<file path="src/rtl/pipe_ctrl_pkg.sv">
// Shared types and defaults for the ToyMIPS pipeline sequencer.
package pipe_ctrl_pkg;

  localparam int unsigned PC_CNT_W_DEF     = 32;
  localparam int unsigned PC_DRAIN_CYC_DEF = 4;

  typedef enum logic [1:0] {
    PC_RUN   = 2'b00,
    PC_MWAIT = 2'b01,
    PC_DRAIN = 2'b10,
    PC_HALT  = 2'b11
  } pc_state_e;

  // Per-stage control bundle: enables, flushes and MEM/WB bubble
  typedef struct packed {
    logic pc_en;
    logic if_id_en;
    logic id_ex_en;
    logic ex_mem_en;
    logic mem_wb_en;
    logic if_id_flush;
    logic id_ex_flush;
    logic mem_wb_bubble;
  } pipe_ctl_t;

  localparam pipe_ctl_t CTL_RUN    = pipe_ctl_t'(8'b11111_000);
  localparam pipe_ctl_t CTL_MWAIT  = pipe_ctl_t'(8'b00001_001);
  localparam pipe_ctl_t CTL_BRANCH = pipe_ctl_t'(8'b11111_110);
  localparam pipe_ctl_t CTL_LDUSE  = pipe_ctl_t'(8'b00111_010);
  localparam pipe_ctl_t CTL_HALT   = pipe_ctl_t'(8'b00000_000);

endpackage

</file>
<file path="src/rtl/pipe_ctrl_if.sv">
// Hazard/handshake inputs and stage-control outputs of the pipeline sequencer.
interface pipe_ctrl_if #(parameter int unsigned CNT_W = 32);
  logic             ld_use_stall;
  logic             br_taken;
  logic             dmem_req;
  logic             dmem_ack;
  logic             halt_req;
  logic             resume;
  logic             wb_valid;
  logic             cnt_clr;
  logic             pc_en;
  logic             if_id_en;
  logic             id_ex_en;
  logic             ex_mem_en;
  logic             mem_wb_en;
  logic             if_id_flush;
  logic             id_ex_flush;
  logic             mem_wb_bubble;
  logic             halted;
  logic [1:0]       state;
  logic [CNT_W-1:0] stall_cnt;
  logic [CNT_W-1:0] retire_cnt;

  modport master (
    output ld_use_stall, br_taken, dmem_req, dmem_ack, halt_req, resume, wb_valid, cnt_clr,
    input  pc_en, if_id_en, id_ex_en, ex_mem_en, mem_wb_en, if_id_flush, id_ex_flush,
    input  mem_wb_bubble, halted, state, stall_cnt, retire_cnt
  );

  modport slave (
    input  ld_use_stall, br_taken, dmem_req, dmem_ack, halt_req, resume, wb_valid, cnt_clr,
    output pc_en, if_id_en, id_ex_en, ex_mem_en, mem_wb_en, if_id_flush, id_ex_flush,
    output mem_wb_bubble, halted, state, stall_cnt, retire_cnt
  );
endinterface

</file>
<file path="src/rtl/pipe_ctrl_sat_counter.sv">
// Saturating up-counter with synchronous clear that wins over increment.
module sat_counter #(
  parameter int unsigned W = 32
) (
  input  logic         clk,
  input  logic         rst_n,
  input  logic         inc,
  input  logic         clr,
  output logic [W-1:0] q
);

  always_ff @(posedge clk or negedge rst_n) begin
    if (!rst_n) begin
      q <= '0;
    end else if (clr) begin
      q <= '0;
    end else if (inc && (q != {W{1'b1}})) begin
      q <= q + W'(1);
    end
  end

endmodule

</file>
<file path="src/rtl/pipe_ctrl.sv">
// Pipeline sequencer: hazard-to-enable mapping, debug halt/drain FSM, perf counters.
module pipe_ctrl
  import pipe_ctrl_pkg::*;
#(
  parameter int unsigned CNT_W     = PC_CNT_W_DEF,
  parameter int unsigned DRAIN_CYC = PC_DRAIN_CYC_DEF
) (
  input logic       clk,
  input logic       rst_n,
  pipe_ctrl_if.slave bus
);

  localparam int unsigned DW = (DRAIN_CYC > 1) ? $clog2(DRAIN_CYC) : 1;

  pc_state_e     state_q, state_d;
  logic [DW-1:0] drain_q, drain_d;
  logic          pend_q, pend_d;
  logic          mwait;
  pipe_ctl_t     ctl;

  assign mwait = (state_q != PC_HALT) && bus.dmem_req && !bus.dmem_ack;

  always_ff @(posedge clk or negedge rst_n) begin
    if (!rst_n) begin
      state_q <= PC_RUN;
      drain_q <= '0;
      pend_q  <= 1'b0;
    end else begin
      state_q <= state_d;
      drain_q <= drain_d;
      pend_q  <= pend_d;
    end
  end

  // Priority: memory wait > branch flush > load-use > normal
  always_comb begin
    state_d = state_q;
    drain_d = drain_q;
    pend_d  = pend_q;
    ctl     = CTL_RUN;
    unique case (state_q)
      PC_RUN, PC_MWAIT: begin
        pend_d = pend_q | bus.halt_req;
        if (mwait) begin
          ctl     = CTL_MWAIT;
          state_d = PC_MWAIT;
        end else begin
          if (bus.br_taken)          ctl = CTL_BRANCH;
          else if (bus.ld_use_stall) ctl = CTL_LDUSE;
          if (pend_d) begin
            state_d = PC_DRAIN;
            drain_d = DW'(DRAIN_CYC - 1);
          end else begin
            state_d = PC_RUN;
          end
        end
      end
      PC_DRAIN: begin
        if (mwait) begin
          ctl = CTL_MWAIT;
        end else if (bus.ld_use_stall && !bus.br_taken) begin
          // Hold the ID instruction; only unstalled cycles advance the drain
          ctl = CTL_LDUSE;
        end else begin
          ctl             = CTL_RUN;
          ctl.pc_en       = 1'b0;
          ctl.if_id_flush = 1'b1;
          ctl.id_ex_flush = bus.br_taken;
          if (drain_q == '0) state_d = PC_HALT;
          else               drain_d = drain_q - DW'(1);
        end
      end
      PC_HALT: begin
        ctl = CTL_HALT;
        if (bus.resume) begin
          state_d = PC_RUN;
          pend_d  = 1'b0;
        end
      end
    endcase
  end

  // Reset forces all stages closed and NOPs loaded, independent of the clock
  assign bus.pc_en         = rst_n & ctl.pc_en;
  assign bus.if_id_en      = rst_n & ctl.if_id_en;
  assign bus.id_ex_en      = rst_n & ctl.id_ex_en;
  assign bus.ex_mem_en     = rst_n & ctl.ex_mem_en;
  assign bus.mem_wb_en     = rst_n & ctl.mem_wb_en;
  assign bus.if_id_flush   = !rst_n | ctl.if_id_flush;
  assign bus.id_ex_flush   = !rst_n | ctl.id_ex_flush;
  assign bus.mem_wb_bubble = !rst_n | ctl.mem_wb_bubble;
  assign bus.halted        = rst_n & (state_q == PC_HALT);
  assign bus.state         = state_q;

  sat_counter #(.W(CNT_W)) u_stall_cnt (
    .clk   (clk),
    .rst_n (rst_n),
    .inc   (!ctl.pc_en && (state_q != PC_HALT)),
    .clr   (bus.cnt_clr),
    .q     (bus.stall_cnt)
  );

  sat_counter #(.W(CNT_W)) u_retire_cnt (
    .clk   (clk),
    .rst_n (rst_n),
    .inc   (bus.wb_valid),
    .clr   (bus.cnt_clr),
    .q     (bus.retire_cnt)
  );

endmodule

</file>
<file path="src/flat_wrapper.sv">
// flat-port wrapper written by rule: the top's interface ports become plain ports
module pipe_ctrl_flat import pipe_ctrl_pkg::*;
#(
  parameter int unsigned CNT_W     = PC_CNT_W_DEF,
  parameter int unsigned DRAIN_CYC = PC_DRAIN_CYC_DEF
)
  (clk, rst_n, bus_ld_use_stall, bus_br_taken, bus_dmem_req, bus_dmem_ack, bus_halt_req, bus_resume, bus_wb_valid, bus_cnt_clr, bus_pc_en, bus_if_id_en, bus_id_ex_en, bus_ex_mem_en, bus_mem_wb_en, bus_if_id_flush, bus_id_ex_flush, bus_mem_wb_bubble, bus_halted, bus_state, bus_stall_cnt, bus_retire_cnt);
  pipe_ctrl_if #(.CNT_W(CNT_W)) bus_i ();
  input logic clk;
  input logic rst_n;
  input wire logic [$bits(bus_i.ld_use_stall)-1:0] bus_ld_use_stall;
  input wire logic [$bits(bus_i.br_taken)-1:0] bus_br_taken;
  input wire logic [$bits(bus_i.dmem_req)-1:0] bus_dmem_req;
  input wire logic [$bits(bus_i.dmem_ack)-1:0] bus_dmem_ack;
  input wire logic [$bits(bus_i.halt_req)-1:0] bus_halt_req;
  input wire logic [$bits(bus_i.resume)-1:0] bus_resume;
  input wire logic [$bits(bus_i.wb_valid)-1:0] bus_wb_valid;
  input wire logic [$bits(bus_i.cnt_clr)-1:0] bus_cnt_clr;
  output wire logic [$bits(bus_i.pc_en)-1:0] bus_pc_en;
  output wire logic [$bits(bus_i.if_id_en)-1:0] bus_if_id_en;
  output wire logic [$bits(bus_i.id_ex_en)-1:0] bus_id_ex_en;
  output wire logic [$bits(bus_i.ex_mem_en)-1:0] bus_ex_mem_en;
  output wire logic [$bits(bus_i.mem_wb_en)-1:0] bus_mem_wb_en;
  output wire logic [$bits(bus_i.if_id_flush)-1:0] bus_if_id_flush;
  output wire logic [$bits(bus_i.id_ex_flush)-1:0] bus_id_ex_flush;
  output wire logic [$bits(bus_i.mem_wb_bubble)-1:0] bus_mem_wb_bubble;
  output wire logic [$bits(bus_i.halted)-1:0] bus_halted;
  output wire logic [$bits(bus_i.state)-1:0] bus_state;
  output wire logic [$bits(bus_i.stall_cnt)-1:0] bus_stall_cnt;
  output wire logic [$bits(bus_i.retire_cnt)-1:0] bus_retire_cnt;
  assign bus_i.ld_use_stall = bus_ld_use_stall;
  assign bus_i.br_taken = bus_br_taken;
  assign bus_i.dmem_req = bus_dmem_req;
  assign bus_i.dmem_ack = bus_dmem_ack;
  assign bus_i.halt_req = bus_halt_req;
  assign bus_i.resume = bus_resume;
  assign bus_i.wb_valid = bus_wb_valid;
  assign bus_i.cnt_clr = bus_cnt_clr;
  assign bus_pc_en = bus_i.pc_en;
  assign bus_if_id_en = bus_i.if_id_en;
  assign bus_id_ex_en = bus_i.id_ex_en;
  assign bus_ex_mem_en = bus_i.ex_mem_en;
  assign bus_mem_wb_en = bus_i.mem_wb_en;
  assign bus_if_id_flush = bus_i.if_id_flush;
  assign bus_id_ex_flush = bus_i.id_ex_flush;
  assign bus_mem_wb_bubble = bus_i.mem_wb_bubble;
  assign bus_halted = bus_i.halted;
  assign bus_state = bus_i.state;
  assign bus_stall_cnt = bus_i.stall_cnt;
  assign bus_retire_cnt = bus_i.retire_cnt;
  pipe_ctrl #(.CNT_W(CNT_W), .DRAIN_CYC(DRAIN_CYC)) u_core (.clk(clk), .rst_n(rst_n), .bus(bus_i));
endmodule
</file>
<file path="config.mk">
export PLATFORM = sky130hd
export DESIGN_NAME = pipe_ctrl_flat
export DESIGN_NICKNAME = d
export VERILOG_FILES = /design/src/rtl/pipe_ctrl_pkg.sv /design/src/rtl/pipe_ctrl_if.sv /design/src/rtl/pipe_ctrl_sat_counter.sv /design/src/rtl/pipe_ctrl.sv /design/src/flat_wrapper.sv
export SDC_FILE = /design/constraint.sdc
export NUM_CORES = 1
export LEC_CHECK = 0
export BUFFER_PORTS_ARGS = -buffer_cell sky130_fd_sc_hd__buf_2
export CAP_MARGIN = 30
export CORE_ASPECT_RATIO = 1.1
export CORE_MARGIN = 1
export CORE_UTILIZATION = 40
export CTS_CLUSTER_SIZE = 20
export DETAILED_ROUTE_END_ITERATION = 8
export MAX_ROUTING_LAYER = met4
export PLACE_DENSITY = 0.63
export SYNTH_ARGS = -nofsm -noshare
export SYNTH_HDL_FRONTEND = slang
export SYNTH_SLANG_ARGS = --single-unit
export TNS_END_PERCENT = 10
</file>
<file path="constraint.sdc">
create_clock -name clk -period 2.1 [get_ports clk]
set_input_delay 0.42 -clock clk [delete_from_list [all_inputs] [get_ports clk]]
set_output_delay 0.42 -clock clk [all_outputs]
set_load 0.01 [all_outputs]
</file>
Yosys cells after proc, flatten, opt, wreduce, memory -nomap -nowiden. Index checks and enable logic that the tools add are counted.

Bits in registers: 69. Bits in latches: 0. Bits in writable memories: 0. ROM bits: 0. Input bits: 10. Word-level logic and storage cells: 76. Memories kept: 0.

Add/subtract/negate cells: 3. $mul: 0. Div/mod/pow operators: 0. $lt $le $gt $ge: 0. Equality and inequality tests: 13. Shift-type cells: 0. Multiplexer cells: 25. Bitwise logic cells: 10. Reductions and logical operators: 20.

Operator list (count): two-way mux 32 bit (4); adder 32 x 1 -> 32 bit, second input constant (2); != test 32 bit, second input constant (2); two-way mux 8 bit (4); one-hot mux 8 bit (3 select lines) (1); two-way mux 2 bit (11); != test 2 bit, second input constant (6); nonzero test 2 bit (4); two-way mux 7 bit (1); AND 1 bit (6); logical AND 1 bit (6); one-hot mux 2 bit (3 select lines) (1); AND reduction 6 bit (1); equality test 2 bit, second input constant (2); zero test 1 bit (4); zero test 2 bit (2); != test 2 x 1 -> 1 bit, second input constant (2); bitwise OR 1 bit (4); one-hot mux 2 bit (2 select lines) (1); AND reduction 4 bit (1); equality test 2 x 1 -> 1 bit, second input constant (1); one-hot mux 1 bit (2 select lines) (1); AND reduction 2 bit (1); OR reduction 2 bit (1); other kinds (2) (2).

Depth between registers and ports, before layout. Gate-level depths: netlist of the first run.

Word-level depth: 10. Mapped depth: 8. Mapped depth without buffers: 6.

Hierarchy. From an unflattened synthesis of the first run, not the netlist that was laid out.

Cells, all modules: 446. Area total of the unflattened synthesis: 4106.4 sq um.

Modules (own cells, without submodules): sat_counter (instances 2, cells an instance 198, area each 1854.3 sq um, sequential area each 800.8 sq um); pipe_ctrl (instances 1, cells an instance 50, area each 397.9 sq um, sequential area each 125.1 sq um).

Least setup slack after synthesis of the first run. Ideal clock, no wire load.

Path kind: input-to-reg. From: input bus_dmem_ack. To: register u_core.u_stall_cnt.q[27]. Arrival time: 2.180 ns. Path slack: -0.158 ns. Cell stages on the path: 6. Buffers on the path: 1. Path through: nand2b_1 > a31o_2 > or4_4 > buf_6 > or4_1 > a21oi_1.

Word-level cells in the longest chain between the ends: 8.

RTL lines: start: declaration (line flat_wrapper.sv:14) `input wire logic [$bits(bus_i.dmem_ack)-1:0] bus_dmem_ack;`; zero test 1 bit (line pipe_ctrl.sv:21) `assign mwait = (state_q != PC_HALT) && bus.dmem_req && !bus.dmem_ack;`; logical AND 1 bit (line pipe_ctrl.sv:21); two-way mux 8 bit (line pipe_ctrl.sv:44) `if (mwait) begin`; one-hot mux 8 bit (3 select lines) (line pipe_ctrl.sv:41) `unique case (state_q)`; zero test 1 bit (line pipe_ctrl.sv:98) `.inc (!ctl.pc_en && (state_q != PC_HALT)),`; logical AND 1 bit (line pipe_ctrl.sv:98); logical AND 1 bit (line pipe_ctrl_sat_counter.sv:17) `end else if (inc && (q != {W{1'b1}})) begin`; nonzero test 2 bit (no source line); end signal: assignment (line pipe_ctrl_sat_counter.sv:18) `q <= q + W'(1);`; end: declaration (line pipe_ctrl_sat_counter.sv:9) `output logic [W-1:0] q`.

No other way between the ends. A chain may end at the register's enable or synchronous reset.

Worst setup path after layout of the first run.
From: register u_core.state_q[1] (netlist: u_core.bus.state[1]). To: register u_core.u_stall_cnt.q[31].

Word-level cells in the longest chain between the ends: 9. Elaborated cells between the ends (all ways): 14. Those cells by class: eq/ne: 4; mux: 2; reduce/logical: 8.

RTL lines: start: declaration (line pipe_ctrl.sv:15) `pc_state_e state_q, state_d;`; start signal: assignment (line pipe_ctrl.sv:29) `state_q <= state_d;`; != test 2 bit (line pipe_ctrl.sv:21, pipe_ctrl.sv:98); logical AND 1 bit (2 in a row) (line pipe_ctrl.sv:21); two-way mux 8 bit (line pipe_ctrl.sv:44); one-hot mux 8 bit (3 select lines) (line pipe_ctrl.sv:41); zero test 1 bit (line pipe_ctrl.sv:98); logical AND 1 bit (*) (line pipe_ctrl.sv:98); logical AND 1 bit (*) (line pipe_ctrl_sat_counter.sv:17); nonzero test 2 bit (no source line) (*).

Every way passes the cells marked *; elsewhere a longest branch is shown, timed or not.

==> run metrics, run 1 <==
status finished, violations left; failing checks setup timing; RR Endpoint u_core.u_stall_cnt.q[31]$_DFFE_PN0P_; fin crit share 1.03; final routed DRC violation total 0; Comb pwr share 0.216; Initial Util 0.419; chip height roughly 110 um; sequential cell fraction of total power 0.442; Seq/Total Area, Yosys 0.432; final hold vios 0; Req. time, crit path ~2400 ps; vias in the first global route ~3.8k; Static Leak 2.51 nW; unrepaired setup endpoints after global routing true; share of cells above drive strength 1 0.369; routed wire length about 11000 um; HP Start bus_halt_req; Pins Over Slew Limit 0; Post-Syn Nets about 470; final setup margin -59.0 ps; async set-or-reset flop fraction in the synthesized netlist 1.00; die area between 0.01 and 0.015 mm2; core area about 0.0095 mm2; routability congestion estimate between 0.8 and 0.9; die width just under 100 um; setup TNS -96.0 ps; filler instances ~860; Rows 37; Seq. cell area approximately 0.0017 mm2; clk sinks roughly 70; clock power share 0.341; Cell Pwr Density approximately 600 mW/mm2; Worst VDD drop between 0.3 and 0.4 mV; R2R cell count 5; # IOs 85; synthesized area per cell 8.84 um2; CTS tree yes; utilization after layout 0.567; CTS clk-pin slew, worst paths 80 ps; 1st-pass router iterations 4; sw frac 0.297; largest net degree at the start of global routing 76; Worst slew margin 0.440; Synth Cell Area around 0.004 mm2; Worst R2R Start u_core.bus.state[1]$_DFFE_PN0P_; root buffer cell clkbuf_8; WS Path Type reg2reg; worst hold margin approximately 350 ps; Synth Instances ~450; CTS max path bufs 2; final setup violation count 3; # diodes 0; Max Fclk about 0.46 GHz; clk_lat worst skew approximately 340 ps; PortBufs 84; final antenna-violating net count 0; post-DP HPWL 7630 um; nets@finish about 620; Worst Hold End u_core.pend_q$_DFFE_PN0P_; Max Clock Skew a little over 9 ps; critical path startpoint category register; vias between 4k and 5k; Top FF cell, synth dfrtp_1; flop2flop setup slack -60 ps; minimum clock period around 2200 ps; worst slew pin tran between 800 and 900 ps; Yosys reg bits 69; CTS buffer count 9; H-tree Lvls 3; worst path arrival time around 2400 ps; max-capacitance violation count 0; Synth cell types 48; CP Max Fanout 11; number of enable flip-flop cells after synthesis 0; switching pwr about 970 uW; routed length per instance ~15 um; DR vias/cell between 5 and 6; hold path cells 3; Area Growth Syn to Fin 35.2%; CP Capture Type register; Syn. warnings 0; initial antenna violation count 0; GR Util All Layers 0.211; first-pass GRT wire length between 15000 and 20000 um; gr ovfl total 0; DR iter-0 viols 163; Hold Crit Class in2reg; multi-input logic area between 0.002 and 0.0025 mm2; Internal Power 2.29 mW
-- logic make-up (layout without fill, tap and decap cells) --
family	count (synthesis)	count (layout)	share of synthesized area
adder cells (fa/ha/maj)	3	3	0.00939
multiplexers	15	15	0.0413
AND/OR/NAND/NOR	208	208	0.292
XOR/XNOR	6	6	0.0132
buffers and inverters	39	200	0.0467
flip-flops	69	69	0.432
AO/OA/AOI/OAI	112	112	0.166
-- timing repair --
action                                  CTS  global route
hold buffers                              1             0
endpoints found under the hold margin     3             0
cloned                                    0             0
setup buffers                             0             2
resized for setup                         3            13
endpoints found under the setup margin   10            44
pin swaps                                 6            10
-- registers in the layout, summed over array words and instances (netlist names) --
name	count
u_core.bus.state	2
u_core.drain_q	2
u_core.pend_q	1
u_core.u_retire_cnt.q	32
u_core.u_stall_cnt.q	32
-- layout make-up --
cell class / count / area share
inverter: 15 / 0.0104
clock buffer: 10 / 0.0255
clock inverter: 6 / 0.0116
sequential: 69 / 0.320
timing repair buffer: 169 / 0.201
multi-input combinational: 344 / 0.404
tap: 117 / 0.0271
-- power groups by stage --
stage,Combinational [mW],Clock [mW],Sequential (mW)
2_1_floorplan,0.378,0,1.49
3_3_place_gp,0.690,0,1.46
3_5_place_dp,0.704,0,1.47
4_1_cts,0.710,1.14,1.44
5_1_grt,0.783,1.19,1.45
6_report,0.704,1.11,1.44
-- how the worst max path moves through the flow --
stage | startpoint | end | slack [ps] | cells past startpoint
after floorplan | u_core.u_stall_cnt.q[0]$_DFFE_PN0P_ | u_core.u_stall_cnt.q[2]$_DFFE_PN0P_ | -90 | 7
after global placement | bus_dmem_ack | u_core.u_stall_cnt.q[29]$_DFFE_PN0P_ | -160 | 6
after detailed placement | bus_br_taken | u_core.u_stall_cnt.q[31]$_DFFE_PN0P_ | -180 | 6
after CTS | u_core.bus.state[1]$_DFFE_PN0P_ | u_core.u_stall_cnt.q[31]$_DFFE_PN0P_ | -70 | 5
after global routing | u_core.bus.state[1]$_DFFE_PN0P_ | u_core.u_stall_cnt.q[31]$_DFFE_PN0P_ | -160 | 5
final | u_core.bus.state[1]$_DFFE_PN0P_ | u_core.u_stall_cnt.q[31]$_DFFE_PN0P_ | -60 | 5
-- worst max-delay path, cell delays in order (launching register included) --
cell	delay, ps
dfrtp_1	410
and2_4	170
a31o_2	230
or4_4	600
or4_1	520
a21oi_1	150
-- routing by layer --
| layer | vias to the layer above | part of all wire | track usage |
|---|---|---|---|
| met3 | 10 | 0.052 | 0.0293 |
| met2 | 118 | 0.50 | 0.353 |
| li1 | 1992 | - | - |
| met4 | 0 | 0.010 | 0.0662 |
| met1 | 2032 | 0.44 | 0.268 |
| met5 | - | 0 | - |
-- per-stage QoR --
step                setup WS (ps)  total power, mW  cell area (um2)  std cells
finish                      -59.0             3.26             5400        730
global route                 -155             3.42             5400        730
CTS                         -66.3             3.29             5330        728
detailed placement           -179             2.17             5100        711
global placement             -159             2.15             5100        711
floorplan                   -88.1             1.87             4020        452
-- cells in the mapped netlist (2+ instances only) --
library cell / n / area share
or3_2: 3 / 0.0056
nor2_1: 30 / 0.028
or3_1: 26 / 0.041
nor3_1: 5 / 0.0063
a31o_2: 3 / 0.0066
nor2b_1: 12 / 0.019
o211ai_1: 2 / 0.0038
and2_1: 6 / 0.0094
nand4_1: 18 / 0.028
and3_1: 15 / 0.023
and4_1: 4 / 0.0088
o31ai_1: 18 / 0.034
nand3_1: 31 / 0.039
inv_1: 15 / 0.014
xnor2_1: 3 / 0.0066
xor2_1: 3 / 0.0066
mux2i_1: 3 / 0.0075
dfrtp_1: 69 / 0.43
buf_2: 3 / 0.0038
nand2b_1: 2 / 0.0031
a21o_1: 2 / 0.0038
or4_1: 17 / 0.032
o21ai_0: 30 / 0.038
ha_1: 3 / 0.0094
a21oi_1: 48 / 0.060
a31oi_1: 2 / 0.0031
clkbuf_8: 2 / 0.0069
mux2_2: 12 / 0.034
nor4_1: 5 / 0.0078
nand2_1: 27 / 0.025
clkbuf_1: 16 / 0.015
-- layout by cell type, fill, tap and decap left out, drive strengths merged, types with 4 or more instances in the layout --
cell type,Yosys,layout
a21oi,48,48
nor4,5,5
or4,19,19
nand4,19,19
and3,15,15
nor2b,12,12
inv,15,15
mux2,12,12
o31ai,18,18
clkbuf,18,11
nor3,5,5
dfrtp,69,69
clkinv,0,5
and4,4,4
and2,7,7
nand3,31,31
or3,29,29
o21ai,30,30
nor2,30,30
buf,5,167
nand2,27,27
Power figures use the tool's default switching activity.
==> run 2, diff against run 1 <==
CORE_UTILIZATION = 50   (was 40)
PLACE_DENSITY = 0.76   (was 0.63)
==> run metrics, run 2 (same netlist as run 1, synthesis figures left out) <==
vias 4159 (was 4152); filler instances 632 (was 859); die width 87.2 um (was 97.3 um); CTS max path bufs 2 (unchanged); fin crit share 1.04 (was 1.03); Initial Util 0.526 (was 0.419); post-DP HPWL 7610 um (was 7630 um); failing checks setup timing (unchanged); vias in the first global route 3838 (was 3810); Rows 33 (was 37); GR Util All Layers 0.266 (was 0.211); CTS buffer count 9 (unchanged); core area 0.00760 mm2 (was 0.00954 mm2); share of cells above drive strength 1 0.380 (was 0.369); nets@finish 619 (was 621); switching pwr 937 uW (was 966 uW); largest net degree at the start of global routing 54 (was 76); placed cell areas 0.00501 mm2 (was 0.00510 mm2); PortBufs 84 (unchanged); CP Capture Type register (unchanged); CTS tree yes (unchanged); root buffer cell clkbuf_8 (unchanged); worst slew pin tran 693 ps (was 840 ps); die area 0.00835 mm2 (was 0.0104 mm2); critical path startpoint category register (unchanged); Req. time, crit path 2370 ps (about the same); initial antenna violation count 0 (unchanged); first-pass GRT wire length 17000 um (was 17600 um); R2R cell count 5 (unchanged); setup TNS -394 ps (was -96.0 ps); unrepaired setup endpoints after global routing true (unchanged); # diodes 0 (unchanged); worst path arrival time 2460 ps (was 2430 ps); routability congestion estimate 0.961 (was 0.881); 1st-pass router iterations 5 (was 4); Cell Pwr Density 578 mW/mm2 (was 602 mW/mm2); final routed DRC violation total 0 (unchanged); WS Path Type reg2reg (unchanged); gr ovfl total 0 (unchanged); final antenna-violating net count 0 (unchanged); commonest non-fill, non-tap cell in the layout buf_2 (unchanged); max-capacitance violation count 0 (unchanged); Place WS -194 ps (was -179 ps); CTS clk-pin slew, worst paths 80 ps (about the same); final instance area 0.00542 mm2 (was 0.00540 mm2); clock power share 0.309 (was 0.341); sw frac 0.299 (was 0.297); final setup margin -90.7 ps (was -59.0 ps); sequential cell fraction of total power 0.459 (was 0.442); Static Leak 2.51 nW (about the same); chip height 95.8 um (was 107 um); # IOs 85 (unchanged); Max Fclk 0.456 GHz (was 0.463 GHz); CP Max Fanout 8 (was 11); H-tree Lvls 3 (unchanged); Worst slew margin 0.538 (was 0.440); Pins Over Slew Limit 0 (unchanged); most frequent cells in the layout buf_2 (84), buf_4 (80), dfrtp_1 (67) (was buf_2 (83), buf_4 (82), dfrtp_1 (67)); Max Clock Skew 9.78 ps (was 9.21 ps); Worst VDD drop 0.337 mV (was 0.325 mV); DR iter-0 viols 253 (was 163); clk sinks 69 (unchanged); final setup violation count 7 (was 3); DR vias/cell 5.82 (was 5.69); routed length per instance 15.3 um (was 14.9 um); status finished, violations left (unchanged); Comb pwr share 0.232 (was 0.216); worst hold margin 125 ps (was 354 ps); Top Registers u_core.u_retire_cnt.q (32), u_core.u_stall_cnt.q (32) (unchanged); minimum clock period 2190 ps (was 2160 ps); final hold vios 0 (unchanged); routed wire length 11000 um (was 10900 um); Area Growth Syn to Fin 35.7% (was 35.2%); Internal Power 2.19 mW (was 2.29 mW); clk_lat worst skew 340 ps (about the same); Hold Crit Class in2async (was in2reg)
run 2: cell types whose count changed in the layout (fill, tap and decap cells not counted), moves of 2 or more:
cell	delta
o31ai_4	+3
buf_4	-2
o31ai_1	-3
clkbuf_1	+2
or4_1	-3
or3_4	+2
clkinv_4	-2
or4_4	+4
a21oi_2	+6
nor4_2	-2
a21oi_1	-6
run 2: power by group through the flow:
stage	sequential [mW]	combinational, mW	clock [mW]
finish	1.44	0.727	0.968
global route	1.44	0.796	1.04
CTS	1.44	0.718	0.982
detailed placement	1.46	0.702	0
global placement	1.46	0.668	0
floorplan	1.49	0.378	0
run 2: cell type report:
type	count	area, um2	area share
inverters	15	56.3	0.0104
well taps	105	131	0.0242
multi-input cells	344	2270	0.419
flip-flops and latches	69	1730	0.319
clock buffers	13	159	0.0293
clock inverters	2	10.0	0.00185
repair buffers	167	1060	0.196
run 2: path summary, 6_finish.rpt:
| kind | startpoint | to | slack [ps] |
|---|---|---|---|
| min in group clk | bus_halt_req | u_core.pend_q$_DFFE_PN0P_ | 360 |
| max in group asynchronous | rst_n | u_core.u_stall_cnt.q[19]$_DFFE_PN0P_ | 1300 |
| hold reg to reg | u_core.pend_q$_DFFE_PN0P_ | u_core.pend_q$_DFFE_PN0P_ | 530 |
| setup / recovery | u_core.u_stall_cnt.q[10]$_DFFE_PN0P_ | u_core.u_stall_cnt.q[27]$_DFFE_PN0P_ | -90 |
| hold / removal | rst_n | u_core.drain_q[1]$_DFFE_PN0P_ | 120 |
| setup reg to reg | u_core.u_stall_cnt.q[10]$_DFFE_PN0P_ | u_core.u_stall_cnt.q[27]$_DFFE_PN0P_ | -90 |
run 2: routing by layer:
metal  part of all wire  GRT usage  vias to the layer above  routed length, um
met2               0.51      0.457                      137               5640
li1                   -          -                     1987                  -
met1               0.42      0.319                     2021               4630
met3              0.052     0.0446                       14                574
met5                  0          -                        -                  0
met4              0.011     0.0874                        0                119
run 2: timing repair:
action,in CTS,in global routing
gates resized for setup,2,33
pin swaps,1,15
hold buffers,1,0
hold endpoints to repair,3,0
setup endpoints to repair,7,34
buffers inserted,0,8
run 2: worst max-delay path, cell delays in order, from the launching register on:
cell,delay [ps]
dfrtp_1,400
nand4_4,110
or3_4,400
or4_4,560
or4_4,510
a21oi_2,130
run 2: metrics by stage:
stage | total power, mW | std cells | util
floorplan | 1.87 | 452 | -
detailed placement | 2.16 | 691 | 0.659
global placement | 2.12 | 691 | 0.659
CTS | 3.14 | 707 | 0.685
finish | 3.13 | 715 | 0.714
global route | 3.28 | 715 | 0.714
==> run 3, diff against run 2 <==
clock period = 2 ns   (was 2.1 ns; I/O delays follow)
==> run metrics, run 3 (same netlist as run 1, synthesis figures left out) <==
Max Fclk 0.443 GHz (was 0.456 GHz); CP Capture Type register (unchanged); vias 4356 (was 4159); CTS max path bufs 2 (unchanged); Area Growth Syn to Fin 40.3% (was 35.7%); DR vias/cell 5.88 (was 5.82); vias in the first global route 4048 (was 3838); GR Util All Layers 0.296 (was 0.266); final hold vios 0 (unchanged); nets@finish 644 (was 619); CTS buffer count 9 (unchanged); first-pass GRT wire length 18600 um (was 17000 um); clk sinks 69 (unchanged); fin crit share 1.13 (was 1.04); minimum clock period 2260 ps (was 2190 ps); final routed DRC violation total 0 (unchanged); 1st-pass router iterations 5 (unchanged); unrepaired setup endpoints after global routing true (unchanged); critical path startpoint category register (unchanged); Rows 33 (unchanged); worst slew pin tran 494 ps (was 693 ps); Comb pwr share 0.232 (about the same); multi-input logic area 0.00222 mm2 (was 0.00227 mm2); met3 global-route usage 0.0317 (was 0.0446); H-tree Lvls 3 (unchanged); sw frac 0.297 (was 0.299); share of cells above drive strength 1 0.399 (was 0.380); Static Leak 2.64 nW (was 2.51 nW); CTS tree yes (unchanged); # diodes 0 (unchanged); final antenna-violating net count 0 (unchanged); die area 0.00835 mm2 (unchanged); routed length per instance 15.8 um (was 15.3 um); sequential cell fraction of total power 0.428 (was 0.459); initial antenna violation count 0 (unchanged); gr ovfl total 0 (unchanged); root buffer cell clkbuf_8 (unchanged); largest net degree at the start of global routing 76 (was 54); worst path arrival time 2540 ps (was 2460 ps); CP Max Fanout 10 (was 8); Tot Pwr 3.56 mW (was 3.13 mW); Worst VDD drop 0.315 mV (was 0.337 mV); # IOs 85 (unchanged); Initial Util 0.526 (unchanged); final setup violation count 25 (was 7); WS Path Type reg2reg (unchanged); Pins Over Slew Limit 0 (unchanged); filler instances 622 (was 632); post-DP HPWL 7950 um (was 7610 um); met1 GRT Util 0.351 (was 0.319); max-capacitance violation count 0 (unchanged); most frequent cells in the layout buf_4 (102), buf_2 (83), dfrtp_1 (64) (was buf_2 (84), buf_4 (80), dfrtp_1 (67)); clock power share 0.340 (was 0.309); PortBufs 84 (unchanged); setup TNS -2870 ps (was -394 ps); routed wire length 11700 um (was 11000 um); core area 0.00760 mm2 (unchanged); Hold Crit Class in2reg (was in2async); Seq. cell area 0.00173 mm2 (about the same); Top Registers u_core.u_retire_cnt.q (32), u_core.u_stall_cnt.q (32) (unchanged); CTS clk-pin slew, worst paths 80 ps (about the same); clk_lat worst skew 350 ps (was 340 ps); Internal Power 2.50 mW (was 2.19 mW); Max Clock Skew 11.8 ps (was 9.78 ps); final setup margin -259 ps (was -90.7 ps); Place WS -263 ps (was -194 ps); DR iter-0 viols 366 (was 253); Most Crowded Layer GR met2 (unchanged); routability congestion estimate 0.866 (was 0.961); M2 GR Usage 0.513 (was 0.457); chip height 95.8 um (unchanged); die width 87.2 um (unchanged); Worst slew margin 0.671 (was 0.538); switching pwr 1.06 mW (was 937 uW); status finished, violations left (unchanged); commonest non-fill, non-tap cell in the layout buf_4 (was buf_2); Cell Pwr Density 635 mW/mm2 (was 578 mW/mm2); failing checks setup timing (unchanged); Req. time, crit path 2280 ps (was 2370 ps)
## run 3: cell types whose count changed in the layout (fill, tap and decap cells not counted), moves of 5 or more
cell,before,now
a21oi_2,9,2
o31ai_1,13,18
a21oi_1,39,46
buf_4,80,102
## run 3: final timing paths
kind / startpoint / to / slack, ps / depth (start not counted)
min reg2reg: u_core.pend_q$_DFFE_PN0P_ / u_core.pend_q$_DFFE_PN0P_ / 540 / 2
min in group asynchronous: rst_n / u_core.u_stall_cnt.q[30]$_DFFE_PN0P_ / 430 / 2
max reg2reg: u_core.u_stall_cnt.q[1]$_DFFE_PN0P_ / u_core.u_stall_cnt.q[28]$_DFFE_PN0P_ / -260 / 8
min: bus_halt_req / u_core.pend_q$_DFFE_PN0P_ / 330 / 3
max: u_core.u_stall_cnt.q[1]$_DFFE_PN0P_ / u_core.u_stall_cnt.q[28]$_DFFE_PN0P_ / -260 / 8
max in group asynchronous: rst_n / u_core.u_retire_cnt.q[30]$_DFFE_PN0P_ / 840 / 3
## run 3: layer usage
metal | wire, um | vias to the layer above
met3 | 646 | 26
met1 | 4780 | 2111
met2 | 6030 | 166
met5 | 0 | -
met4 | 244 | 0
li1 | - | 2053
## run 3: through the flow
stage	hold slack [ps]	area (um2)	utilization	instances
6_report	331	5610	0.738	741
5_1_grt	343	5610	0.738	741
4_1_cts	328	5530	0.728	739
3_5_place_dp	268	5230	0.689	720
3_3_place_gp	259	5230	0.689	720
2_1_floorplan	104	4020	-	452
## run 3: cell type report
type / count / area share
clock buffer: 11 / 0.0270
clock inverter: 5 / 0.0103
inverter: 15 / 0.0100
multi-input combinational: 345 / 0.397
sequential: 69 / 0.309
tap: 105 / 0.0234
timing repair buffer: 191 / 0.223
## run 3: power groups by stage
stage / registers (mW) / clock network, mW / logic, mW
floorplan: 1.57 / 0 / 0.397
global placement: 1.53 / 0 / 0.750
detailed placement: 1.54 / 0 / 0.781
CTS: 1.52 / 1.22 / 0.812
global route: 1.53 / 1.28 / 0.912
finish: 1.52 / 1.21 / 0.824
## run 3: repair_timing
action	4_1_cts	5_1_grt
gates resized for setup	11	14
pin swaps	17	10
setup buffers	1	2
cloned	1	0
hold buffers	1	0
hold endpoints to repair	3	0
setup endpoints to repair	35	48
## run 3: worst max-delay path: stages, from the launching register on
cell	delay, ps
dfrtp_1	420
ha_4	150
nand4_1	180
nor4_1	430
buf_4	210
o211ai_1	120
buf_4	200
or3_4	370
a21oi_2	130
